[config.mk]
export PLATFORM = sky130hd
export DESIGN_NAME = bin_to_bcd_seq
export DESIGN_NICKNAME = d
export VERILOG_FILES = /design/src/rtl/bin_to_bcd_seq.sv
export SDC_FILE = /design/constraint.sdc
export NUM_CORES = 1
export LEC_CHECK = 0
export CORE_ASPECT_RATIO = 1.75
export CORE_MARGIN = 1
export CORE_UTILIZATION = 45
export CTS_BUF_LIST = sky130_fd_sc_hd__clkbuf_2 sky130_fd_sc_hd__clkbuf_4 sky130_fd_sc_hd__clkbuf_8
export DETAILED_ROUTE_END_ITERATION = 10
export GPL_ROUTABILITY_DRIVEN = 0
export PLACE_DENSITY = 0.7
export SYNTH_ARGS = -nofsm -noshare
export SYNTH_HDL_FRONTEND = slang
export SYNTH_SLANG_ARGS = --single-unit
[constraint.sdc]
create_clock -name clock -period 2.3 [get_ports clock]
set_clock_uncertainty 0.1 [all_clocks]
set_input_delay 0.345 -clock clock [delete_from_list [all_inputs] [get_ports clock]]
set_output_delay 0.345 -clock clock [all_outputs]
set_load 0.02 [all_outputs]
[src/rtl/bin_to_bcd_seq.sv]
// Sequential binary-to-BCD converter (double-dabble, one bit per clock) with
// valid/ready handshakes on input and output.
module bin_to_bcd_seq #(
    parameter int WIDTH  = 32,
    parameter int DIGITS = 10
) (
    input  logic                           clock,
    input  logic                           reset_n,
    input  logic                           in_valid,
    output logic                           in_ready,
    input  logic [WIDTH-1:0]               value,
    output logic                           out_valid,
    input  logic                           out_ready,
    output logic [4*DIGITS-1:0]            bcd,
    output logic [$clog2(DIGITS+1)-1:0]    num_digits
);

    localparam int BCD_W = 4 * DIGITS;
    localparam int CNT_W = $clog2(WIDTH + 1);
    localparam int NUM_W = $clog2(DIGITS + 1);

    typedef enum logic [1:0] {IDLE, SHIFT, DONE} state_t;

    state_t              state;
    logic [WIDTH-1:0]    bin_sr;
    logic [BCD_W-1:0]    bcd_acc;
    logic [CNT_W-1:0]    count;
    logic [BCD_W-1:0]    bcd_adj;
    logic [BCD_W-1:0]    bcd_shift;

    // Digits >= 5 get +3 independently so the following doubling carries correctly.
    function automatic logic [BCD_W-1:0] add3_digits(input logic [BCD_W-1:0] acc);
        logic [BCD_W-1:0] r;
        r = acc;
        for (int i = 0; i < DIGITS; i++) begin
            if (acc[4*i +: 4] >= 4'd5) begin
                r[4*i +: 4] = acc[4*i +: 4] + 4'd3;
            end
        end
        return r;
    endfunction

    function automatic logic [NUM_W-1:0] digit_count(input logic [BCD_W-1:0] acc);
        logic [NUM_W-1:0] n;
        n = NUM_W'(1);
        for (int i = 0; i < DIGITS; i++) begin
            if (acc[4*i +: 4] != 4'd0) begin
                n = NUM_W'(i + 1);
            end
        end
        return n;
    endfunction

    always_comb begin
        bcd_adj   = add3_digits(bcd_acc);
        bcd_shift = (bcd_adj << 1) | BCD_W'(bin_sr[WIDTH-1]);
    end

    always_ff @(posedge clock or negedge reset_n) begin
        if (!reset_n) begin
            state      <= IDLE;
            in_ready   <= 1'b1;
            out_valid  <= 1'b0;
            bcd        <= '0;
            num_digits <= '0;
            count      <= '0;
            bin_sr     <= '0;
            bcd_acc    <= '0;
        end else begin
            case (state)
                IDLE: begin
                    if (in_valid) begin
                        bin_sr   <= value;
                        bcd_acc  <= '0;
                        count    <= '0;
                        in_ready <= 1'b0;
                        state    <= SHIFT;
                    end
                end
                SHIFT: begin
                    bcd_acc <= bcd_shift;
                    bin_sr  <= bin_sr << 1;
                    count   <= count + CNT_W'(1);
                    if (count == CNT_W'(WIDTH - 1)) begin
                        bcd        <= bcd_shift;
                        num_digits <= digit_count(bcd_shift);
                        out_valid  <= 1'b1;
                        state      <= DONE;
                    end
                end
                DONE: begin
                    // Result stays registered; in_ready rises only after handoff.
                    if (out_ready) begin
                        out_valid <= 1'b0;
                        in_ready  <= 1'b1;
                        state     <= IDLE;
                    end
                end
                default: begin
                    state     <= IDLE;
                    in_ready  <= 1'b1;
                    out_valid <= 1'b0;
                end
            endcase
        end
    end

endmodule

==> reports/qor.csv <==
metric,value,unit
rsz0062_at_grt,yes,
ioPinCount,82,
n_antenna_cell,0,
slew_viol_final,0,
cts_tree,done,
synth.distinct_cells,44,
antenna_found_initial,0,
syn_area,6250,um2
switchingPower,4.45,mW
timing.final.crit_share,0.983,
path_clk_slew,0.07,ns
hold_class,input pin to asynchronous set/reset pin,
ys_ff_latch,126,
async_flop_share,1.00,
slew_headroom,0.607,
die-width,91.1,um
drc,0,
ant_nets,0,
final_hold_viol_count,0,
yosysTopAreaCell,dfrtp_1,
holdWs,0.358,ns
dieArea,14400,um2
nFillCells,1220,
clock_path_buffers,2,
htree_levels,4,
synth-edff-count,0,
utilization,0.592,
ys.flop_type,dfrtp_1,
cts_buffers,17,
avgViaCountPerCell,5.54,
cts_root_buffer,clkbuf_8,
register_area,3160,um2
layout.nets,817,
dp_hpwl,10300,um
syn_nets,721,
outcome,"complete, no violations",
grtUsageMet1,0.253,
cp-end-kind,register,
synth_top_area_frac,0.500,
use_met2,0.392,
netlist_top_cells_area,"dfrtp_1 50%, o21ai_0 7.6%, nand2_1 5.3%",
clock_latency,0.43,ns
clkPwrFrac,0.189,
cp.arrival,2.52,ns
ir_drop,0.613,mV
gr-max-usage-layer,met2,
critPathKind,register to register,
drive_gt1_frac,0.128,
cp-start-kind,register,
yosys_warnings,0,
dr_total_vias,5247,
intPower,6.77,mW
first_iter_violations,277,
worstMarginPinSlew,0.589,ns
maxCapViolations,0,
wirelength,15000,um
clock_sinks,126,
synth_cells,664,
syn_to_final_growth,27.4,%
wl_per_cell,15.9,um
setup_viol,0,
synth_area_per_cell,9.41,um2
p_seq_frac,0.344,
required,2.56,ns
fmax,442,MHz
fin_crit,2.26,ns
grt_use_met3,0.0471,
pwr-share-comb,0.467,
grt_pass1_wl,24900,um
cellLeakagePower,3.46,nW
fp.coreArea,13500,um2
path_max_fanout,5,
rows,56,
power_density,1410,nW/um2
worstRegToRegCells,9,
grt_max_degree,46,
grt_pass1_vias,5238,
ys_seq_area_frac,0.505,
start_util,0.465,
drt_pass1_iterations,4,
numPortBuffers,81,
grtUsageTotal,0.219,
power.switching_fraction,0.397,
gr-total-overflow,0,
multi_input_area,2960,um2
die-height,158,um
==> cell type report <==
type / count / area share
inverters: 20 / 0.00943
multi-input cells: 481 / 0.372
well taps: 174 / 0.0273
clock inverters: 11 / 0.0206
repair buffers: 114 / 0.139
clock buffers: 21 / 0.0347
flip-flops and latches: 126 / 0.397
==> through the flow <==
step	setup TNS (ns)	power [mW]	area, um2	cells	setup WS [ns]
2_1_floorplan	0	7.04	6250	664	0.146
3_3_place_gp	0	8.60	7410	910	0.0800
3_5_place_dp	-0.0416	8.87	7410	910	-0.0416
4_1_cts	0	11.1	7880	944	0.0000602
5_1_grt	-0.0945	12.0	7960	947	-0.0650
6_report	0	11.2	7960	947	0.0386
==> worst max-delay path, cell delays in order (launching register included) <==
cell,delay (ns)
dfrtp_2,0.44
ha_1,0.20
nand2b_1,0.15
a21o_1,0.20
and3_1,0.19
o211ai_1,0.21
buf_4,0.18
o211ai_1,0.10
a311o_1,0.30
a21oi_2,0.13
==> power groups by stage <==
stage | combinational [mW] | clock, mW | sequential [mW]
after floorplan | 3.05 | 0 | 4.00
after global placement | 4.78 | 0 | 3.81
after detailed placement | 5.00 | 0 | 3.87
after CTS | 5.06 | 2.17 | 3.83
after global routing | 5.80 | 2.26 | 3.99
final | 5.24 | 2.12 | 3.86
==> cells by family after synthesis <==
family	after synthesis	share of synthesized area
AO/OA/AOI/OAI	230	0.215
XOR/XNOR	10	0.0140
adder cells (fa/ha/maj)	21	0.0420
buffers and inverters	57	0.0344
flip-flops	126	0.505
multiplexers	9	0.0154
AND/OR/NAND/NOR	211	0.175
==> sequential cells by signal, indices dropped and copies added (netlist names) <==
| name | flops |
|---|---|
| num_digits | 4 |
| state | 2 |
| out_valid | 1 |
| count | 6 |
| bin_sr | 32 |
| bcd | 40 |
| bcd_acc | 40 |
| in_ready | 1 |
==> metal layers <==
layer / wire (um) / vias to the layer above
met1: 6150 / 2581
met2: 8040 / 124
li1: - / 2525
met4: 289 / 0
met5: 0 / -
met3: 566 / 17
==> synthesized netlist by cell type, types with 2 or more instances <==
library cell and n:
mux2i_1 4, mux2_2 2, nand2_1 89, mux2_1 3, and3_1 4, nor4_4 2
a21oi_1 64, nand3_1 3, dfrtp_1 125, a22oi_1 32, nor3b_1 13, inv_1 20
a31oi_1 2, xnor2_1 10, nor2_1 24, nand2b_1 18, nor3_1 11, a21o_1 3
o21ai_0 95, a21oi_2 3, clkbuf_1 36, nand4_1 7, nor2b_1 33, nand3b_1 2
o211ai_1 3, o21ai_1 6, ha_1 21, a22o_1 13
==> layout by cell type (no fill, tap or decap), types with 18 or more instances in the layout <==
master	n
inv_1	18
nand2b_1	18
nand2_1	89
nor2_1	24
clkbuf_8	19
buf_4	29
clkdlybuf4s50_1	80
a21oi_1	61
nor2b_1	31
o21ai_0	95
dfrtp_1	123
a22oi_1	32
==> path summary, 6_finish.rpt <==
| kind | start | slack (ns) | to |
|---|---|---|---|
| min reg2reg | bcd[29] | 0.38 | bcd[29] |
| max reg2reg | bcd_acc[4] | 0.04 | num_digits[1] |
| max | bcd_acc[4] | 0.04 | num_digits[1] |
| min in group clock | bcd[29] | 0.38 | bcd[29] |
| min | reset_n | 0.36 | bcd_acc[33] |
| max in group asynchronous | reset_n | 1.04 | in_ready |
==> timing repair <==
action	CTS	global route
setup buffers	1	3
setup endpoints to repair	1	3
resized for setup	4	17
pin swaps	2	6
hold buffers	1	0
hold endpoints to repair	39	0
No activity file was read; power rests on OpenSTA's default activity.
